**config.mk**
```make
export PLATFORM = sky130hd
export DESIGN_NAME = fft_in_loader_flat
export DESIGN_NICKNAME = d
export VERILOG_FILES = /design/src/rtl/fft_pkg.sv /design/src/rtl/fft_in_loader_if.sv /design/src/rtl/fft_bitrev.sv /design/src/rtl/fft_in_loader.sv /design/src/flat_wrapper.sv
export SDC_FILE = /design/constraint.sdc
export NUM_CORES = 1
export LEC_CHECK = 0
export CORE_MARGIN = 4
export CORE_UTILIZATION = 49
export DETAILED_ROUTE_END_ITERATION = 7
export GPL_ROUTABILITY_DRIVEN = 1
export HOLD_SLACK_MARGIN = 0.08
export PLACE_DENSITY = 0.85
export RECOVER_POWER = 25
export SLEW_MARGIN = 20
export SYNTH_ARGS = -nofsm -noshare
export SYNTH_HDL_FRONTEND = slang
export SYNTH_SLANG_ARGS = --single-unit
```
**constraint.sdc**
```tcl
create_clock -name clk -period 5.1 [get_ports clk]
set_input_delay 0.765 -clock clk [delete_from_list [all_inputs] [get_ports clk]]
set_output_delay 0.765 -clock clk [all_outputs]
set_load 0.05 [all_outputs]
```
**src/rtl/fft_pkg.sv**
```systemverilog
// Shared constants and encodings for the FFT input loader.
// Holds frame geometry, RAM geometry, owner-select codes and FSM states.
package fft_pkg;

    localparam int N_POINTS = 1024;
    localparam int HALF     = N_POINTS / 2;
    localparam int CNT_W    = $clog2(N_POINTS);
    localparam int ADDR_W   = 11;
    localparam int RAM_DW   = 32;
    localparam int DATA_W   = 16;

    typedef enum logic [1:0] {
        SEL_LOAD = 2'd0,
        SEL_FFT  = 2'd1,
        SEL_READ = 2'd2
    } sel_e;

    typedef enum logic [2:0] {
        LOAD     = 3'd0,
        FLUSHWR  = 3'd1,
        START    = 3'd2,
        WAIT_FFT = 3'd3,
        HOLD     = 3'd4
    } state_e;

endpackage

```
**src/rtl/fft_in_loader_if.sv**
```systemverilog
// Sample stream into the FFT input loader.
// A sample moves when in_valid and in_ready are both high.
interface fft_in_loader_if #(
    parameter int DATA_W = 16
);

    logic              in_valid;
    logic              in_ready;
    logic [DATA_W-1:0] in_re;
    logic [DATA_W-1:0] in_im;
    logic              in_last;

    modport master (
        output in_valid, in_re, in_im, in_last,
        input  in_ready
    );

    modport slave (
        input  in_valid, in_re, in_im, in_last,
        output in_ready
    );

endinterface

```
**src/rtl/fft_bitrev.sv**
```systemverilog
// Combinational bit reversal of a sample counter.
// Produces decimation-in-time input order for the FFT RAM.
module fft_bitrev #(
    parameter int W = 10
) (
    input  logic [W-1:0] din,
    output logic [W-1:0] dout
);

    for (genvar i = 0; i < W; i++) begin : g_rev
        assign dout[i] = din[W-1-i];
    end

endmodule

```
**src/rtl/fft_in_loader.sv**
```systemverilog
// Loads one FFT frame into two bank RAMs, then hands them to the engine.
// FFT_LOADER_BITREV_EN selects bit-reversed write order.
module fft_in_loader #(
    parameter int N_POINTS = fft_pkg::N_POINTS,
    parameter int DATA_W   = fft_pkg::DATA_W
) (
    input  logic                      clk,
    input  logic                      rst_n,
    fft_in_loader_if.slave            s,
    input  logic                      flush,
    output logic                      ce0,
    output logic                      oce0,
    output logic                      wre0,
    output logic [fft_pkg::ADDR_W-1:0] ad0,
    output logic [2*DATA_W-1:0]       din0,
    output logic                      ce1,
    output logic                      oce1,
    output logic                      wre1,
    output logic [fft_pkg::ADDR_W-1:0] ad1,
    output logic [2*DATA_W-1:0]       din1,
    output logic                      fft_start,
    input  logic                      fft_finish,
    output logic [1:0]                sel,
    input  logic                      results_release,
    output logic                      results_valid,
    output logic                      frame_err
);

    import fft_pkg::*;

    localparam int CW = $clog2(N_POINTS);

    state_e                 state;
    state_e                 state_nx;
    sel_e                   sel_c;
    logic [CW-1:0]          cnt;
    logic [CW-1:0]          idx;
    logic                   rdy_q;
    logic                   xfer;
    logic                   wr;
    logic                   bank;
    logic                   cnt_last;
    logic [ADDR_W-1:0]      addr;
    logic [2*DATA_W-1:0]    wdata;

`ifdef FFT_LOADER_BITREV_EN
    fft_bitrev #(
        .W(CW)
    ) u_bitrev (
        .din (cnt),
        .dout(idx)
    );
`else
    assign idx = cnt;
`endif

    assign s.in_ready = rdy_q;
    assign xfer       = s.in_valid && rdy_q;
    assign wr         = xfer && !flush && (state == LOAD);
    assign cnt_last   = (cnt == CW'(N_POINTS - 1));
    assign bank       = idx[CW-1];
    assign addr       = ADDR_W'(idx[CW-2:0]);
    assign wdata      = {s.in_re, s.in_im};
    assign fft_start  = (state == START);
    assign wre0       = ce0;
    assign wre1       = ce1;
    assign oce0       = 1'b0;
    assign oce1       = 1'b0;
    assign sel        = sel_c;

    // Next state: frame fill, last write, start pulse, engine run, hold.
    always_comb begin
        state_nx = state;
        unique case (state)
            LOAD:     if (wr && cnt_last) state_nx = FLUSHWR;
            FLUSHWR:  state_nx = START;
            START:    state_nx = WAIT_FFT;
            WAIT_FFT: if (fft_finish) state_nx = HOLD;
            HOLD:     if (results_release) state_nx = LOAD;
            default:  state_nx = LOAD;
        endcase
    end

    // RAM owner follows the current phase.
    always_comb begin
        sel_c = SEL_LOAD;
        unique case (1'b1)
            (state == HOLD):                          sel_c = SEL_READ;
            (state == START) || (state == WAIT_FFT):  sel_c = SEL_FFT;
            default:                                  sel_c = SEL_LOAD;
        endcase
    end

    // State register; ready is registered from the next state.
    always_ff @(posedge clk or negedge rst_n) begin
        if (!rst_n) begin
            state <= LOAD;
            rdy_q <= 1'b0;
        end else begin
            state <= state_nx;
            rdy_q <= (state_nx == LOAD);
        end
    end

    // Sample counter; flush restarts the frame and drops the sample.
    always_ff @(posedge clk or negedge rst_n) begin
        if (!rst_n) begin
            cnt <= '0;
        end else if (state == LOAD) begin
            if (flush) begin
                cnt <= '0;
            end else if (xfer) begin
                cnt <= cnt + 1'b1;
            end
        end
    end

    // Registered write strobes to whichever bank owns the index.
    always_ff @(posedge clk or negedge rst_n) begin
        if (!rst_n) begin
            ce0  <= 1'b0;
            ce1  <= 1'b0;
            ad0  <= '0;
            ad1  <= '0;
            din0 <= '0;
            din1 <= '0;
        end else begin
            ce0 <= wr && !bank;
            ce1 <= wr && bank;
            if (wr && !bank) begin
                ad0  <= addr;
                din0 <= wdata;
            end
            if (wr && bank) begin
                ad1  <= addr;
                din1 <= wdata;
            end
        end
    end

    // Completion pulse and sticky framing error.
    always_ff @(posedge clk or negedge rst_n) begin
        if (!rst_n) begin
            results_valid <= 1'b0;
            frame_err     <= 1'b0;
        end else begin
            results_valid <= (state == WAIT_FFT) && fft_finish;
            if (wr && (s.in_last != cnt_last)) begin
                frame_err <= 1'b1;
            end
        end
    end

endmodule

```
**src/flat_wrapper.sv**
```systemverilog
// flat-port wrapper written by rule: the top's interface ports become plain ports
module fft_in_loader_flat import fft_pkg::*;
#(
    parameter int N_POINTS = fft_pkg::N_POINTS,
    parameter int DATA_W   = fft_pkg::DATA_W
)
  (clk, rst_n, flush, ce0, oce0, wre0, ad0, din0, ce1, oce1, wre1, ad1, din1, fft_start, fft_finish, sel, results_release, results_valid, frame_err, s_in_valid, s_in_re, s_in_im, s_in_last, s_in_ready);
  fft_in_loader_if #(.DATA_W(DATA_W)) s_i ();
  input  logic clk;
  input  logic rst_n;
  input  logic flush;
  output logic ce0;
  output logic oce0;
  output logic wre0;
  output logic [fft_pkg::ADDR_W-1:0] ad0;
  output logic [2*DATA_W-1:0] din0;
  output logic ce1;
  output logic oce1;
  output logic wre1;
  output logic [fft_pkg::ADDR_W-1:0] ad1;
  output logic [2*DATA_W-1:0] din1;
  output logic fft_start;
  input  logic fft_finish;
  output logic [1:0] sel;
  input  logic results_release;
  output logic results_valid;
  output logic frame_err;
  input wire logic [$bits(s_i.in_valid)-1:0] s_in_valid;
  input wire logic [$bits(s_i.in_re)-1:0] s_in_re;
  input wire logic [$bits(s_i.in_im)-1:0] s_in_im;
  input wire logic [$bits(s_i.in_last)-1:0] s_in_last;
  output wire logic [$bits(s_i.in_ready)-1:0] s_in_ready;
  assign s_i.in_valid = s_in_valid;
  assign s_i.in_re = s_in_re;
  assign s_i.in_im = s_in_im;
  assign s_i.in_last = s_in_last;
  assign s_in_ready = s_i.in_ready;
  fft_in_loader #(.N_POINTS(N_POINTS), .DATA_W(DATA_W)) u_core (.clk(clk), .rst_n(rst_n), .s(s_i), .flush(flush), .ce0(ce0), .oce0(oce0), .wre0(wre0), .ad0(ad0), .din0(din0), .ce1(ce1), .oce1(oce1), .wre1(wre1), .ad1(ad1), .din1(din1), .fft_start(fft_start), .fft_finish(fft_finish), .sel(sel), .results_release(results_release), .results_valid(results_valid), .frame_err(frame_err));
endmodule
```
Word-level counts from Yosys, hierarchy flattened
Index checks and enable logic that the tools add are counted.
{"block": "classes", "n_mux": 7, "reduce_logical": 15, "addsub": 1, "n_eq_ne": 6}
{"operator": "2-to-1 mux 10 bit", "count": 2}
{"operator": "case mux 3 bit (5 select lines)", "count": 1}
{"operator": "adder 10 x 1 -> 10 bit, second input constant", "count": 1}
{"operator": "== test 10 bit, second input constant", "count": 1}
{"operator": "2-to-1 mux 3 bit", "count": 3}
{"operator": "logical AND 1 bit", "count": 8}
{"operator": "== test 3 x 2 -> 1 bit, second input constant", "count": 2}
{"operator": "logical NOT 3 bit", "count": 2}
{"operator": "case mux 2 bit (2 select lines)", "count": 1}
{"operator": "== test 3 x 1 -> 1 bit, second input constant", "count": 1}
{"operator": "== test 3 bit, second input constant", "count": 1}
{"operator": "logical NOT 1 bit", "count": 2}
{"operator": "AND reduction 2 bit", "count": 1}
{"operator": "nonzero test 2 bit", "count": 1}
{"operator": "logical OR 1 bit", "count": 1}
{"operator": "!= test 1 bit", "count": 1}
{"block": "totals", "input_bits": 39, "wordCells": 40, "regBits": 100}

Longest topological paths before layout
Gate-level depths: netlist of the first run.
{"block": "logic_depth", "word_depth": 7, "ltp_mapped": 6}

Least setup slack after synthesis of the first run
No wires, ideal clock.
{"block": "synth_timing", "path_type": "flip-flop to flip-flop", "from": "register u_core.state[1]", "to": "register u_core.din0[0]", "path_stages_with_launch": 7, "period_less_slack_ns": 2.054, "t_arrival_ns": 1.929, "slack_ns": 3.046, "t_required_ns": 4.975, "setup_ns": 0.125, "n_path_buf": 2, "cell_sequence": "dfrtp_1 > or3_1 > buf_6 > or3_4 > nor2_8 > buf_6 > mux2_2"}
{"block": "synth_between", "elab_chain_len": 3}
{"element": "from (decl)", "line": "fft_in_loader.sv:33", "text": "state_e state;"}
{"element": "from (signal assigned)", "line": "fft_in_loader.sv:100", "text": "state <= state_nx;"}
{"element": "logical NOT 3 bit", "line": "fft_in_loader.sv:59", "text": "assign wr = xfer && !flush && (state == LOAD);"}
{"element": "logical AND 1 bit", "line": "fft_in_loader.sv:59"}
{"element": "logical AND 1 bit", "line": "fft_in_loader.sv:130", "text": "if (wr && !bank) begin"}
{"element": "to (signal assigned)", "line": "fft_in_loader.sv:132", "text": "din0 <= wdata;"}
{"element": "to (decl)", "line": "fft_in_loader.sv:15", "text": "output logic [2*DATA_W-1:0] din0,"}
Every way passes these cells.
A chain may end at the register's enable or synchronous reset.

==> results of run 1 <==
state kept, by name, indices dropped and copies added, names as in the netlist:
register,flops
u_core.results_valid,1
u_core.ce0,1
u_core.din0,32
u_core.cnt,10
u_core.s.in_ready,1
u_core.ce1,1
u_core.state,3
u_core.ad1,9
u_core.ad0,9
u_core.frame_err,1
u_core.din1,32
cell families after synthesis:
family | share of synthesized area, %
flops | 61.8
mux | 23.6
simple gates | 6.53
buf+inv | 4.55
compound gates | 2.69
xor+xnor | 0.433
fa+ha+maj | 0.309
other cells | 0.0927
per-stage QoR:
stage / std cells / util (%)
global placement: 492 / 67.5
CTS: 508 / 69.7
floorplan: 279 / -
detailed placement: 492 / 67.5
finish: 508 / 69.7
global route: 508 / 69.7
layout make-up:
type | count | area share (%)
clock buffer | 10 | 2.32
sequential | 100 | 45.5
tap | 102 | 2.32
inverter | 3 | 0.205
clock inverter | 6 | 0.865
multi-input combinational | 156 | 25.1
timing repair buffer | 131 | 23.7
layout by cell type (no fill, tap or decap), types with 6 or more instances in the layout:
cell	n
mux2_2	82
clkbuf_8	9
dfrtp_1	100
nor2_1	7
clkdlybuf4s50_1	128
nand3_1	8
o21ai_0	8
nand2_1	9
conb_1	6
power by group through the flow:
| stage | clock (uW) | sequential (uW) | combinational (uW) |
|---|---|---|---|
| after CTS | 466 | 1030 | 987 |
| after detailed placement | 0 | 1050 | 983 |
| after floorplan | 0 | 1420 | 264 |
| after global routing | 503 | 1050 | 1030 |
| after global placement | 0 | 1030 | 970 |
| final | 452 | 1030 | 977 |
Yosys cell counts, types with 2 or more instances:
| master | count |
|---|---|
| nand3_1 | 8 |
| o21ai_0 | 8 |
| mux2i_1 | 3 |
| a21o_1 | 2 |
| buf_4 | 8 |
| inv_1 | 3 |
| nor3_1 | 3 |
| mux2_2 | 82 |
| or3_1 | 2 |
| buf_6 | 9 |
| nand4_1 | 3 |
| dfrtp_1 | 100 |
| and3_1 | 2 |
| nand2_1 | 9 |
| nor2_1 | 7 |
| clkbuf_1 | 3 |
| and4_1 | 3 |
per-layer routing:
| layer | part of all wire (%) | up-vias |
|---|---|---|
| li1 | - | 1217 |
| met1 | 43 | 1309 |
| met2 | 48 | 99 |
| met3 | 7.1 | 10 |
| met4 | 1.4 | 0 |
| met5 | 0 | - |
how the worst max path moves through the flow:
stage | to
floorplan | u_core.din0[0]
global placement | u_core.din1[17]
detailed placement | u_core.din1[24]
CTS | sel[1]
global route | u_core.din0[30]
finish | u_core.din0[15]
==> metrics.md, run 1 <==
| Metric | Value |
|---|---|
| Dpl cell area | `5330 sq um` |
| Num CTS Buffers | `9` |
| WP data required | `5530 ps` |
| Cell count after synthesis | `274` |
| WS Path Type | `in2async` |
| NetSw | `1000 uW` |
| Crit path max-delay cell type | `clkbuf_1` |
| Starting Density | `51.3%` |
| Post-synth top area share | `61.8%` |
| CP Cell Sequence | `clkbuf_1 > buf_4` |
| Min-delay src | `u_core.frame_err` |
| Final Skew | `14.6 ps` |
| IO Port Bufs | `130` |
| Drt first pass iters | `5` |
| Clock share of power | `18.4%` |
| Die area | `9780 sq um` |
| Finished Cell Area | `5500 sq um` |
| Sequential area share after synthesis | `61.8%` |
| Pleak | `0.00257 uW` |
| Failing checks | `max-capacitance violations, max-slew violations` |
| Register area | `2500 sq um` |
| Slew HR | `-60.6%` |
| Reg2Reg Depth | `4` |
| DP Wirelength | `6.23 mm` |
| Netlist cell types | `36` |
| Met3 usage in global routing | `4.25%` |
| FF-to-FF Start | `u_core.state[1]` |
| Setup tns final | `0 ps` |
| Layout cells sized above 1 | `25.1%` |
| Cell depth of the worst setup path | `2` |
| Global route hottest layer | `met2` |
| Synth area leaders | `dfrtp_1, mux2_2, buf_6` |
| Final worst-path setup slack | `2230 ps` |
| Setup violations, final | `0` |
| Mapped cell area | `4050 sq um` |
| Setup crit end kind | `asynchronous set/reset pin` |
| # hold bufs at CTS | `0` |
| Die Y | `98.9 um` |
| Post-synth EDFFs | `0` |
| FFs w/ async S/R, synth | `100%` |
| Drt wl/cell | `17.2 um` |
| Synth Area per Inst | `14.8 sq um` |
| Max rail drop VDD | `260 uV` |
| Post-placement setup slack | `2010 ps` |
| Area Overhead vs Synth | `35.9%` |
| Worst Setup SP | `rst_n` |
| Slew @ Worst Pin | `2410 ps` |
| Max Cap Viol | `1` |
| Initial antenna violation count | `0` |
| Crit start category | `primary input` |
| Synthesis warning total | `0` |
| Max-slew violations | `47` |
| Largest net degree at the start of global routing | `56` |
| Clk root buf | `clkbuf_8` |
| Crit path max fanout | `55` |
| Final Hold Fails | `0` |
| CP peak stage delay | `1680 ps` |
| Predominant post-synthesis flop cell | `dfrtp_1` |
| Cell taking the most area after synthesis | `dfrtp_1` |
| Reg-to-reg critical path endpoint | `u_core.din1[24]` |
| Global-route usage over all layers | `18.4%` |
| Clk slew on worst S/H paths | `90 ps` |
| # rows | `32` |
| DR vias | `2,635` |
| Initial DRC Count | `39` |
| CTS tree | `done` |
| Final period util | `56.3%` |
| FF+latch count, synth | `100` |
| Drc violations | `0` |
| Core region area | `7890 sq um` |
| Post-CTS Setup Bufs | `0` |
| Via density | `5.19` |
| M1 GR Usage | `25.1%` |
| Worst hold endpoint | `u_core.frame_err` |
| Switch share | `40.8%` |
| Crit path buf inv count | `2` |
| Post-cts resize count | `0` |
| Worst hold path cell count | `1` |
| Placer Congestion | `0.788` |
| DIE WIDTH | `98.9 um` |
| Arrival time worst endpoint | `3300 ps` |
| R2R setup slack | `2440 ps` |
| H-tree Lvls | `3` |
| Clk sinks | `100` |
| Total wire length | `8.76 mm` |
| Fillers | `556` |
| Total Power | `2460 uW` |
| Sequential share of power | `42.0%` |
| Worst hold slack | `481 ps` |
| Pwr Density | `448 nW/um^2` |
| Met2 GRT Util | `29.3%` |
| Final ANT Viol Nets | `0` |
| Antenna fix cells | `0` |
| Hold Path Class | `reg2reg` |
| Clk buf depth | `2` |
| # IOs | `137` |
| Multi-input gate area | `1380 sq um` |
| Gate power share | `39.7%` |
| Remaining Overflow, GRT | `0` |
| RSZ-0062 raised after global routing | `no` |
| Int Pwr | `1460 uW` |
| FMAX | `348 MHz` |
| Latest clock arrival within the worst-skew pair | `360 ps` |
| Critical path's top delay family | `buffers and inverters` |
| Vias in the first global route | `2,781` |
| Fin crit period | `2870 ps` |
| Count of nets after finishing | `441` |
| Status | `complete, but fails checks` |
| Global-route wire length before repair | `14.4 mm` |
Note: power is estimated with default switching activity, not from simulation.
==> inputs of run 2 (changes only) <==
CORE_UTILIZATION = 41   (was 49)
PLACE_DENSITY = 0.76   (was 0.85)
clock period = 2.5 ns   (was 5.1 ns; I/O delays follow)
==> run 2 against run 1 <==
Effect of this change:
- the flow now finishes without violations
- clock skew down 6.6 ps
- global-route usage down 2.9 points
- first-iteration DRC count rose to 2.9 times the previous value
- register-to-register slack worse by 2000 ps
- wire length up 0.99%
- sequential cell count unchanged
- cell count up 7.1%
- via count up 2.0%
- non-clock buffer count up 10
- clock power rose to 2.5 times the previous value
- worst hold slack worse by 5.0 ps
- total power up 110%
- largest cell class unchanged
==> metrics.md, run 2 (same netlist as run 1, synthesis figures left out) <==
| Metric | Value |
|---|---|
| Global-route usage over all layers | `15.5% (-2.9 points)` |
| Status | `finished clean` |
| WP data required | `2120 ps (-3410 ps)` |
| H-tree Lvls | `3 (unchanged)` |
| Max-slew violations | `0 (-100%)` |
| Max Cap Viol | `0 (-1)` |
| Post-Layout Cell Count | `544 (+7.1%)` |
| Drt first pass iters | `5 (unchanged)` |
| Dpl cell area | `5470 sq um (+2.6%)` |
| Commonest non-fill, non-tap cells in the layout | `clkdlybuf4s50_1, dfrtp_1, mux2_2, clkbuf_8, nand2_1` |
| Slew HR | `17.0% (+78 points)` |
| Critical path's top delay family | `buffers and inverters` |
| Setup crit end kind | `output port` |
| Met3 usage in global routing | `4.44% (+0.19 points)` |
| Area Overhead vs Synth | `40.4%` |
| Latest clock arrival within the worst-skew pair | `350 ps (about the same)` |
| Drt wl/cell | `16.3 um (-5.7%)` |
| Crit path max fanout | `5 (-91%)` |
| CP peak stage delay | `820 ps (-860 ps)` |
| FMAX | `419 MHz` |
| Max rail drop VDD | `424 uV (+63%)` |
| Fin crit period | `2390 ps` |
| Count of nets after finishing | `451 (+2.3%)` |
| Setup tns final | `0 ps (unchanged)` |
| Crit path buf inv count | `2 (unchanged)` |
| Setup violations, final | `0 (unchanged)` |
| Final ANT Viol Nets | `0 (unchanged)` |
| # rows | `35 (+9.4%)` |
| Pwr Density | `926 nW/um^2 (+110%)` |
| Initial antenna violation count | `0 (unchanged)` |
| Crit start category | `flop` |
| IO Port Bufs | `130 (unchanged)` |
| Starting Density | `43.0% (-8.3 points)` |
| Post-cts resize count | `0 (unchanged)` |
| Pleak | `0.00265 uW (+3.2%)` |
| Clk root buf | `clkbuf_8` |
| Clk sinks | `100 (unchanged)` |
| Total Power | `5260 uW (+110%)` |
| Drc violations | `0 (unchanged)` |
| Global route hottest layer | `met2` |
| Commonest non-fill, non-tap cell in the layout | `clkdlybuf4s50_1` |
| Post-CTS Setup Bufs | `0 (unchanged)` |
| Final Hold Fails | `0 (unchanged)` |
| Initial DRC Count | `115 (+190%)` |
| Layout cells sized above 1 | `27.0% (+1.9 points)` |
| Die Y | `107 um (+8.6%)` |
| Met2 GRT Util | `25.3% (-4.0 points)` |
| CTS tree | `done` |
| CP Cell Sequence | `nor2_1 > nand2_1 > inv_1 > clkdlybuf4s50_1` |
| DR vias | `2,689 (+2.0%)` |
| Finished Cell Area | `5680 sq um (+3.4%)` |
| Slew @ Worst Pin | `1240 ps (-1160 ps)` |
| DP Wirelength | `6.29 mm (+0.92%)` |
| Final Skew | `8.02 ps (-6.59 ps)` |
| Crit path max-delay cell type | `clkdlybuf4s50_1` |
| # hold bufs at CTS | `1 (+1)` |
| Final period util | `95.5%` |
| Placer Congestion | `0.773 (-1.9%)` |
| Antenna fix cells | `0 (unchanged)` |
| WS Path Type | `reg2out` |
| M1 GR Usage | `20.4% (-4.7 points)` |
| Remaining Overflow, GRT | `0 (unchanged)` |
| Post-placement setup slack | `315 ps (-1690 ps)` |
| Arrival time worst endpoint | `2010 ps (-1290 ps)` |
| DIE WIDTH | `107 um (+8.6%)` |
| # IOs | `137 (unchanged)` |
| Global-route wire length before repair | `14.1 mm (-1.7%)` |
| Final worst-path setup slack | `112 ps (-2110 ps)` |
| Num CTS Buffers | `9 (unchanged)` |
| # placed instances | `528 (+7.3%)` |
| Hold Path Class | `reg2reg` |
| Largest net degree at the start of global routing | `52 (-7.1%)` |
| Largest regs | `u_core.din0: 32 flops, u_core.din1: 32 flops, u_core.cnt: 10 flops` |
| Via density | `4.94 (-4.7%)` |
| Clk buf depth | `2 (unchanged)` |
| RSZ-0062 raised after global routing | `no` |
| Vias in the first global route | `2,780 (-0.036%)` |
| Total wire length | `8.85 mm (+0.99%)` |
| Core region area | `9420 sq um (+19%)` |
| Die area | `11,500 sq um (+18%)` |
| Clk slew on worst S/H paths | `90 ps (about the same)` |
[run 2: cell type report]
class | count | area, sq um
Multi-Input combinational cell | 156 | 1380
Timing Repair Buffer | 141 | 1410
Clock inverter | 5 | 85.1
Fill cell | 763 | 3730
Inverter | 3 | 11.3
Tap cell | 129 | 161
Clock buffer | 10 | 138
Sequential cell | 100 | 2500
[run 2: per-layer routing]
metal	wire length [um]	vias up	share of wire [%]
met3	558	8	6.3
met4	93	0	1.1
met2	4250	96	48
met1	3940	1351	45
li1	-	1234	-
met5	0	-	0
[run 2: worst paths after layout]
check	cells after the start	end	slack (ps)	from
setup / recovery	4	sel[1]	110	u_core.state[1]
hold / removal	1	u_core.frame_err	480	u_core.frame_err
setup reg to reg	5	u_core.din0[5]	440	u_core.state[1]
hold reg to reg	1	u_core.frame_err	480	u_core.frame_err
max in group asynchronous	3	u_core.din1[21]	430	rst_n
min in group asynchronous	2	u_core.din1[15]	830	rst_n
[run 2: where the power goes]
| part | total (uW) | internal (uW) | switching (uW) | leakage [uW] |
|---|---|---|---|---|
| Sequential | 2110 | 1900 | 210 | 0.00135 |
| Clock | 1140 | 591 | 550 | 0.000109 |
| Combinational | 2010 | 729 | 1280 | 0.00119 |
| Total | 5260 | 3220 | 2040 | 0.00265 |
[run 2: stage by stage]
step / hold WS (ps) / util (%)
2_1_floorplan: 79.4 / -
3_3_place_gp: 442 / 58.0
3_5_place_dp: 451 / 58.0
4_1_cts: 478 / 60.5
5_1_grt: 491 / 60.4
6_report: 476 / 60.4
[run 2: worst reg2reg max path, stage by stage (launching register included)]
cell and delay (ps):
dfrtp_1 440, or3_1 400, or3_4 430, nor2_8 140
buf_12 180, mux2_2 360
==> inputs of run 3 (changes only) <==
ABC_CLOCK_PERIOD_IN_PS = 2500   (was default)
==> results of run 3 <==
The final DEF is identical to that of run 2; final timing and power are the same.
==> RTL change (config.mk and constraints of run 2) <==
`ADDR_W`: 11 -> 10.
--- a/src/rtl/fft_pkg.sv
+++ b/src/rtl/fft_pkg.sv
@@ -5,7 +5,7 @@
     localparam int N_POINTS = 1024;
     localparam int HALF     = N_POINTS / 2;
     localparam int CNT_W    = $clog2(N_POINTS);
-    localparam int ADDR_W   = 11;
+    localparam int ADDR_W   = 10;
     localparam int RAM_DW   = 32;
     localparam int DATA_W   = 16;
 
Interface: changed (resized ad0 and ad1); port bits go from 137 to 135. The function was not compared with the original's and may differ.
==> RTL change against run 2 <==
- cell area grew 0.22%
- total power shrank 1.9%
- area after synthesis shrank 0.37%
- synthesized cell count shrank 0.73%
- setup slack gained 43 ps
- routed wire length shrank 3.0%
- sequential cell count is the same
- critical endpoint unchanged
- largest power group unchanged
- highest routed layer unchanged
==> RTL change: results (changes against run 2) <==
- Count of routing violations after the opening detailed-route iteration: 90 (-22%)
- Ys Warns: 0 (unchanged)
- Crit path arrival time: 1970 ps (-40 ps)
- GR Util met2: 0.243 (-0.00983)
- Wire length of the first global-routing pass: 13900 um (-1.8%)
- Proportion of synthesized chip area in sequential cells: 0.621 (+0.00230)
- Gate family responsible for the most delay along the worst path: buffers and inverters
- Layout Nets: 449 (-0.44%)
- Global-route met3 utilization: 0.0379 (-0.00646)
- Slowest stage cell, crit path: sky130_fd_sc_hd__clkdlybuf4s50_1
- Share of cell area taken by flip-flops and latches: 0.439 (-0.000967)
- Count of distinct cell types in the synthesized netlist: 36 (unchanged)
- Hold path start: u_core.frame_err
- DRT Pass-1 Iters: 4 (-1)
- GRT Overall Usage: 0.151 (-0.00403)
- Count of vias placed by the detailed router: 2620 (-2.6%)
- Met1 routing resource usage after global routing: 0.203 (-0.000856)
- Buffers inserted during post-CTS setup optimization: 0 (unchanged)
- Detail-routed net length per standard cell: 15.8 um (-2.9%)
- Transition time of the tightest slew-check pin: 1210 ps (-34.2 ps)
- Min Tclk post-route: 2350 ps (-42.5 ps)
- Routed length on met3: 567 um (+1.6%)
- Area contributors post-synth: sky130_fd_sc_hd__dfrtp_1 62%, sky130_fd_sc_hd__mux2_2 23%, sky130_fd_sc_hd__buf_6 2.5%, sky130_fd_sc_hd__buf_4 1.1%, sky130_fd_sc_hd__nand3_1 0.99%
- Non-clock buffer contribution to total cell area: 0.254 (+0.00605)
- Hold bufs inserted after CTS: 1 (unchanged)
- Peak VDD IR: 505 uV (+19%)
- Number of global-route vias before repair: 2777 (-0.11%)
- Worst-case hold path end point: u_core.frame_err
- Routability-driven placement congestion ratio: 0.804 (+3.9%)
- Length in cells of the worst reg-to-reg path: 5 (unchanged)
- Leakage power total: 2.66 nW (+0.31%)
- Worst setup skew after layout: 13.7 ps (+5.67 ps)
- Clock transition at the registers of the reported paths: 100 ps
- Routed wire length on met2: 4120 um (-3.1%)
- Leading cell types by count after synthesis: 100 x sky130_fd_sc_hd__dfrtp_1, 82 x sky130_fd_sc_hd__mux2_2, 9 x sky130_fd_sc_hd__buf_6, 9 x sky130_fd_sc_hd__nand2_1
- Number of clock-tree buffers in the layout: 9 (-1)
- Clk tree area frac: 0.0360 (-0.00316)
- Antenna violations before repair: 0 (unchanged)
- Layout cells sized above 1: 0.273 (+0.00307)
- Worst reg2reg endpoint: u_core.din0[4]
- Footprint of the multi-input gates: 1370 um^2 (-0.54%)
- Count of multi-input combinational gates: 154 (-1.3%)
- Maximum net fanout on the critical path: 6 (+1)
- Routed metal-1 wire length: 3830 um (-2.7%)
- Result of the run: finished, final reports clean
- Origin of the worst setup path: u_core.state[0]
- Maximum number of pins on one net before global-route repair: 54 (+3.8%)
- Post-placement worst setup slack: 299 ps (-15.9 ps)
- Detailed Place HPWL: 6230 um (-0.94%)
-- RTL change: metrics by stage --
stage | hold slack, ps | cells | util | area (um^2)
2_1_floorplan | 79.4 | 275 | - | 4040
4_1_cts | 489 | 543 | 0.605 | 5700
6_report | 480 | 543 | 0.605 | 5700
5_1_grt | 503 | 543 | 0.605 | 5700
3_3_place_gp | 427 | 526 | 0.582 | 5480
3_5_place_dp | 432 | 526 | 0.582 | 5480
-- RTL change: kinds of logic after synthesis --
kind of cell / after synthesis / synth area share
adders and majority gates: 1 / 0.00310
other: 1 / 0.000930
buffers and inverters: 21 / 0.0419
DFF: 100 / 0.621
muxes: 85 / 0.237
and+or+nand+nor: 45 / 0.0655
xor gates and xnor gates: 2 / 0.00435
AOI/OAI and AO/OA: 17 / 0.0270
-- RTL change: where the power goes --
group,internal [W],total (W),switching (W)
Combinational,0.000731,0.00201,0.00128
Clock,0.000481,0.00105,0.000572
Sequential,0.00190,0.00210,0.000202
Total,0.00311,0.00516,0.00205
